`src/rtl/mfifo.sv`:
```
// rtl/mfifo.sv - multi-channel show-ahead FIFO with shared push/pop ports and sticky error flags
module mfifo #(
  parameter  int W  = 32,
  parameter  int N  = 16,
  parameter  int C  = 4,
  localparam int CW = (C > 1) ? $clog2(C) : 1,
  localparam int AW = $clog2(N)
) (
  input  logic               clk,
  input  logic               rst,
  input  logic               push,
  input  logic [CW-1:0]      push_ch,
  input  logic [W-1:0]       push_data,
  input  logic               pop,
  input  logic [CW-1:0]      pop_ch,
  output logic [W-1:0]       pop_data,
  output logic [C-1:0]       empty,
  output logic [C-1:0]       full,
  output logic [C-1:0][AW:0] level,
  output logic               err_ovf,
  output logic               err_unf,
  input  logic               err_clr
);

  // Pointers carry one extra wrap bit so full and empty are distinguishable.
  logic [AW:0]   wptr [C];
  logic [AW:0]   rptr [C];
  logic [W-1:0]  mem  [C][N];

  logic          push_vld;
  logic          pop_vld;
  logic [CW-1:0] push_sel;
  logic [CW-1:0] pop_sel;
  logic          push_ok;
  logic          pop_ok;

  always_comb begin
    for (int c = 0; c < C; c++) begin
      empty[c] = (wptr[c] == rptr[c]);
      full[c]  = (wptr[c][AW] != rptr[c][AW]) &&
                 (wptr[c][AW-1:0] == rptr[c][AW-1:0]);
      level[c] = wptr[c] - rptr[c];
    end
  end

  // Out-of-range channel indices are folded onto channel 0 for lookup only;
  // the *_vld terms keep them from being accepted.
  assign push_vld = (32'(push_ch) < 32'(C));
  assign pop_vld  = (32'(pop_ch) < 32'(C));
  assign push_sel = push_vld ? push_ch : '0;
  assign pop_sel  = pop_vld ? pop_ch : '0;

  // Acceptance looks only at registered flags, so a same-cycle pop never
  // frees room for a push and a same-cycle push never feeds a pop.
  assign push_ok = push && push_vld && !full[push_sel] && !rst;
  assign pop_ok  = pop && pop_vld && !empty[pop_sel] && !rst;

  always_ff @(posedge clk or posedge rst) begin
    if (rst) begin
      for (int c = 0; c < C; c++) begin
        wptr[c] <= '0;
        rptr[c] <= '0;
      end
    end else begin
      if (push_ok) wptr[push_sel] <= wptr[push_sel] + (AW+1)'(1);
      if (pop_ok)  rptr[pop_sel]  <= rptr[pop_sel] + (AW+1)'(1);
    end
  end

  always_ff @(posedge clk) begin
    if (push_ok) mem[push_sel][wptr[push_sel][AW-1:0]] <= push_data;
  end

  assign pop_data = mem[pop_sel][rptr[pop_sel][AW-1:0]];

  // A fresh error outranks a clear issued in the same cycle.
  always_ff @(posedge clk or posedge rst) begin
    if (rst) begin
      err_ovf <= 1'b0;
      err_unf <= 1'b0;
    end else begin
      if (push && !push_ok) err_ovf <= 1'b1;
      else if (err_clr)     err_ovf <= 1'b0;
      if (pop && !pop_ok)   err_unf <= 1'b1;
      else if (err_clr)     err_unf <= 1'b0;
    end
  end

endmodule
```
`config.mk`:
```
export PLATFORM = sky130hd
export DESIGN_NAME = mfifo
export DESIGN_NICKNAME = d
export VERILOG_FILES = /design/src/rtl/mfifo.sv
export SDC_FILE = /design/constraint.sdc
export NUM_CORES = 2
export LEC_CHECK = 0
export BUFFER_PORTS_ARGS = -buffer_cell sky130_fd_sc_hd__buf_2
export CAP_MARGIN = 20
export CORE_MARGIN = 2
export CORE_UTILIZATION = 61
export CTS_BUF_LIST = sky130_fd_sc_hd__clkbuf_8
export CTS_CLUSTER_SIZE = 16
export DETAILED_ROUTE_END_ITERATION = 10
export HOLD_SLACK_MARGIN = 0.03
export PLACE_DENSITY = 0.77
export SLEW_MARGIN = 20
export SYNTH_ARGS = -nofsm -noshare
export SYNTH_HDL_FRONTEND = slang
export SYNTH_SLANG_ARGS = --single-unit
export TNS_END_PERCENT = 10
```
`constraint.sdc`:
```
create_clock -name clk -period 14.1 [get_ports clk]
set_clock_uncertainty 0.2 [all_clocks]
set_input_delay 2.115 -clock clk [delete_from_list [all_inputs] [get_ports clk]]
set_output_delay 2.115 -clock clk [all_outputs]
set_load 0.01 [all_outputs]
```
### Yosys cells after proc, flatten, opt, wreduce, memory -nomap -nowiden

Memory sizes are Yosys's and may differ from the RTL's.
Cells that the tools add are included.

* register bits after elaboration: 42
* RAM bits: 2048
* output and inout port bits: 62
* memories kept: 1

* $add $sub $neg: 6
* $lt $le $gt $ge: 9
* equal/unequal tests: 12
* muxes and demuxes: 26
* bitwise logic cells: 4
* reductions and logical operators: 20

Memory list
* mem: depth 4, width 512, rd ports 1, clocked after memory_dff 0, wr ports 1, RTL line 28 `logic [W-1:0] mem [C][N];`

Operators by type and width (count)
* 512-bit two-way mux: 1
* 32-bit binary-select mux with 4-bit select: 1
* 32-bit demux with 4-bit select: 1
* 32-bit two-way mux: 3
* 20-bit bitwise mux: 2
* 5-bit two-way mux: 6
* 5-bit binary-select mux with 2-bit select: 2
* 5-bit demux with 2-bit select: 2
* 5-bit == test: 4
* 5-bit subtractor: 4
* 4-bit == test: 4
* 1-bit logical AND: 13
* 5-bit by 1-bit adder with 5-bit output (second input constant): 2
* 5-bit greater-or-equal comparator (second input constant): 2
* 4-bit NOT with 5-bit output: 2
* 3-bit greater-or-equal comparator (second input constant): 2
* 2-bit by 3-bit < comparator with 1-bit output (second input constant): 2
* 3-bit by 1-bit < comparator with 1-bit output (second input constant): 2
* 1-bit two-way mux: 6
* 2-bit NOT with 3-bit output: 2
* 1-bit zero test: 5
* 5-bit by 1-bit < comparator with 1-bit output (second input constant): 1
* 1-bit binary-select mux with 2-bit select: 2
* 1-bit != test: 4
* 2-bit nonzero test: 2

### Logic depth before layout (Yosys ltp)

* word-level depth: 10
* gate-level depth with buffers: 9

### Worst setup path after synthesis

No wires, ideal clock.

* path type: input to register
* start: input port push_ch[0]
* end: memory mem[0][160] (netlist name), enable pin
* arrival time: 5.647 ns
* required time: 13.439 ns
* path slack: 7.792 ns
* stages on the path: 5
* cell sequence: buf_2 > mux4_2 > nand4b_1 > clkbuf_1 > nor3_1

* longest elaborated chain between the ends: 10
* elaborated cells on any way between the ends: 17
* classes of those cells: order compare (2); mux (9); bitwise (2); reduce/logical (4)

Ends and longest elaborated chain
* from (decl): RTL line 12 `input logic [CW-1:0] push_ch,`
* 2-bit NOT with 3-bit output (implied by the code): RTL line 71 `if (push_ok) mem[push_sel][wptr[push_sel][AW-1:0]] <= push_data;`
* 5-bit binary-select mux with 2-bit select: RTL line 71
* 5-bit two-way mux (implied by the code) (2 in series): RTL line 71
* 4-bit NOT with 5-bit output (implied by the code): RTL line 71
* 5-bit greater-or-equal comparator (implied by the code) / 5-bit by 1-bit < comparator with 1-bit output (equally long branches): RTL line 71
* 1-bit logical AND (implied by the code): RTL line 71
* 32-bit two-way mux (implied by the code): RTL line 71
* 32-bit demux with 4-bit select: RTL line 71
* 512-bit two-way mux (implied by the code): RTL line 71
* to (decl): RTL line 28

Several ways; a longest one is shown, not always the timed one. The select of a mux whose other input is x is not followed.

### Final worst setup path

* start: input port pop_ch[0]
* end: output port pop_data[5]

* longest elaborated chain between the ends: 8
* elaborated cells on any way between the ends: 9
* classes of those cells: mux (6); bitwise (2); memory (1)

Ends and longest elaborated chain
* from (decl): RTL line 15 `input logic [CW-1:0] pop_ch,`
* 2-bit NOT with 3-bit output (implied by the code): RTL line 74 `assign pop_data = mem[pop_sel][rptr[pop_sel][AW-1:0]];`
* 5-bit binary-select mux with 2-bit select: RTL line 74
* 5-bit two-way mux (implied by the code) (2 in series): RTL line 74
* 4-bit NOT with 5-bit output (implied by the code): RTL line 74
* 32-bit binary-select mux with 4-bit select (*): RTL line 74
* 32-bit two-way mux (implied by the code) (*) (2 in series): RTL line 74
* to (decl): RTL line 16 `output logic [W-1:0] pop_data,`

Mark *: on every way between the ends. The rest lies on a longest branch, timed or not. The select of a mux whose other input is x is not followed.

==> results_dict.tcl <==
set metrics [dict create \
    report.final.setup_viol 0 \
    clock-root-buffer "sky130_fd_sc_hd__clkbuf_8" \
    via_count 40310 \
    port_buffers 102 \
    timing.max_slew.rel_slack_pct 20.6 \
    share_of_the_yosys_chip_area_belonging_to_registers_pct 76.3 \
    drt_first_pass_iters 6 \
    post_route_clock_period_utilization_pct 65.7 \
    finalWorstPathRequiredPeriod_ns 9.26 \
    maxClockFrequency_mhz 108 \
    clock_power_share_pct 32.4 \
    global_route.usage.total_pct 28.8 \
    p_int_mw 10.1 \
    drtAntennaViolNets 0 \
    max_slew.worst_pin.slew_ns 1.19 \
    cts_num_sinks 2090 \
    top_layer_used "met5" \
    post_synth.cell_area_avg_sq_um 22.1 \
    final_area_sq_um 90600 \
    worstSetupPathType "primary input to output port" \
    yosys.cell_types.count 39 \
    clk_latency_ns 1.01 \
    post-route-drc-count 0 \
    number_of_global_route_vias_before_repair 40553 \
    wl_met2_mm 94.8 \
    floorplan.die_area_sq_um 137000 \
    totalNegativeSetupSlack_ns 0 \
    die_w_microns 371 \
    postSynthNetCount 3769 \
    n_fill_cell 8020 \
    grt_first_pass_wirelength_mm 280 \
    ys.flop_type "sky130_fd_sc_hd__edfxtp_1" \
    worst-endpoint-required_ns 11.78 \
    leakage_nw 29.3 \
    outcome "completed" \
    synth-edff-count 2048 \
    async_reset_ff_share_pct 2.01 \
    synth_warnings 0 \
    hold_viol_final 0 \
    globalRoute.totalOverflow 0 \
    endpoint_kind "output port" \
    drv_cap 0 \
    detail_route.wirelength.met1_mm 71.5 \
    drt_wl_total_mm 194 \
    area.growth.synth_to_final_pct 10.5 \
    place_hpwl_mm 107 \
    io-pin-count 103 \
    average_via_count_per_standard_cell 6.67 \
    power_density_nw_per_um2 156 \
    placeable_core_area_sq_um 133000 \
    detail_route.iter0.violations 4954 \
    syn_std_cell_area_sq_um 82000 \
    final_layout_size_suffix_gt1_share_pct 28.9 \
    arr_time_crit_path_ns 6.95 \
    rows 134 \
    drt-wirelength-per-cell_microns 32.2 \
    final.setup.worst_slack_ns 4.84 \
    grt_setup_unrepaired "false" \
    worst_hold_slack_ns 0.314 \
    clkSlewWorstSetupHoldPaths_ns 0.06 \
    crit_path_start_kind "primary input" \
    postCtsSetupRepairBufs 0 \
    power.switching_fraction_pct 28.2 \
    synth.most_common_cell "sky130_fd_sc_hd__edfxtp_1" \
    yosys.area.top_type "sky130_fd_sc_hd__edfxtp_1" \
    ir_drop_worst_vdd_mv 0.138 \
    pin_count_of_the_biggest_net_entering_global_routing 143 \
    synthDominantCellAreaShare_pct 75.0 \
    cts_buffer_depth 4 \
    design.final.nets 4110 \
    timing.hold.worst.class "flip-flop to flip-flop" \
    synth-seq-cells 2090 \
    dp_slack_ns 4.77 \
    dpl-instance-area_sq_um 84800 \
    cts-buffers-inserted 331 \
    tritoncts "yes" \
    fp.dieH_microns 371 \
    switching_power_mw 3.98 \
    initial_utilization_pct 61.4 \
    maxSlewViolCount 0 \
    synth_top_cells_by_area "sky130_fd_sc_hd__edfxtp_1 75%, sky130_fd_sc_hd__mux4_2 14%, sky130_fd_sc_hd__mux2i_1 3.2%" \
    critical_path_peak_fanout 58 \
    grt_antenna_before_repair 10 \
    combPwrFrac_pct 17.9 \
    sequentialPowerShare_pct 49.7 \
    routed-wl-met3_mm 22.0 \
    synth_cells 3703 \
    cts_resized 0 \
    routabilityCongestion 0.844 \
    synthTopCellsByCount "2048 x sky130_fd_sc_hd__edfxtp_1, 522 x sky130_fd_sc_hd__mux4_2, 260 x sky130_fd_sc_hd__mux2i_1" \
    htree_num_levels 5 \
    postCtsHoldBufs 0 \
]
-- final timing paths --
| path | from | to | slack [ns] | depth (start not counted) |
|---|---|---|---|---|
| setup / recovery | pop_ch[0] | pop_data[5] | 4.84 | 10 |
| hold / removal | rptr[10]$_DFFE_PP0P_ | rptr[10]$_DFFE_PP0P_ | 0.31 | 2 |
| setup reg to reg | wptr[13]$_DFFE_PP0P_ | mem[2][200]$_DFFE_PP_ | 10.00 | 8 |
| hold reg to reg | rptr[10]$_DFFE_PP0P_ | rptr[10]$_DFFE_PP0P_ | 0.31 | 2 |
| max in group asynchronous | rst | wptr[7]$_DFFE_PP0P_ | 12.20 | 3 |
| min in group asynchronous | rst | err_ovf$_DFFE_PP0P_ | 0.78 | 2 |
-- state kept, by name, indices dropped and copies added, names as in the netlist --
register and count:
wptr 20, rptr 20, err_ovf 1, mem 2048
err_unf 1
-- per-layer routing --
metal	GRT usage (%)	vias to the layer above
li1	-	16280
met1	40.1	21171
met2	45.6	2466
met3	7.00	385
met4	9.97	8
met5	0	-
-- cell usage in the layout (no fill, tap or decap), types with 44 or more instances in the layout --
master                     Yosys  final
sky130_fd_sc_hd__clkinv_1      0     85
sky130_fd_sc_hd__buf_4        61    133
sky130_fd_sc_hd__clkbuf_8      0    342
sky130_fd_sc_hd__buf_2        92     74
sky130_fd_sc_hd__inv_1        34    124
sky130_fd_sc_hd__mux4_2      522    520
sky130_fd_sc_hd__nand2_1     135    135
sky130_fd_sc_hd__edfxtp_1   2048   2048
sky130_fd_sc_hd__a21oi_1      44     44
sky130_fd_sc_hd__nor2_1       79     46
sky130_fd_sc_hd__mux2i_1     260    259
-- power groups by stage --
stage | clock network, mW | logic, mW | registers [mW]
2_1_floorplan | 0 | 1.54 | 7.12
3_3_place_gp | 0 | 2.47 | 7.14
3_5_place_dp | 0 | 2.50 | 7.15
4_1_cts | 4.63 | 2.51 | 7.02
5_1_grt | 4.89 | 2.63 | 7.03
6_report | 4.58 | 2.53 | 7.02
-- metrics by stage --
stage | cells | utilization (%) | total power, mW
floorplan | 3703 | - | 8.66
global placement | 5479 | 63.5 | 9.61
detailed placement | 5479 | 63.5 | 9.65
CTS | 6043 | 67.8 | 14.2
global route | 6046 | 67.9 | 14.5
finish | 6046 | 67.9 | 14.1
-- layout make-up --
type | instances | area [sq um] | area share, %
diodes | 3 | 7.51 | 0.00829
inverters | 34 | 128 | 0.141
well taps | 1768 | 2210 | 2.44
clock buffers | 342 | 4710 | 5.20
flip-flops and latches | 2090 | 62600 | 69.0
repair buffers | 212 | 1450 | 1.60
clock inverters | 222 | 1040 | 1.15
multi-input cells | 1375 | 18500 | 20.4
-- worst max-delay path, cell delays in order --
cell	delay [ns]
sky130_fd_sc_hd__buf_8	0.45
sky130_fd_sc_hd__buf_4	0.84
sky130_fd_sc_hd__buf_4	0.75
sky130_fd_sc_hd__buf_4	0.83
sky130_fd_sc_hd__mux4_2	0.59
sky130_fd_sc_hd__mux2i_1	0.30
sky130_fd_sc_hd__mux2i_1	0.19
sky130_fd_sc_hd__o2111ai_1	0.24
sky130_fd_sc_hd__a32oi_1	0.12
sky130_fd_sc_hd__buf_2	0.23
-- logic make-up (layout without fill, tap and decap cells) --
family | Yosys count | in the layout | synth area share (%)
flops | 2090 | 2090 | 76.3
buf+inv | 238 | 810 | 1.65
other cells | 0 | 3 | 0
xor+xnor | 28 | 28 | 0.299
simple gates | 312 | 312 | 1.63
mux | 825 | 825 | 18.1
fa+ha+maj | 25 | 25 | 0.418
compound gates | 185 | 185 | 1.58
Note: power is estimated with default switching activity, not from simulation.
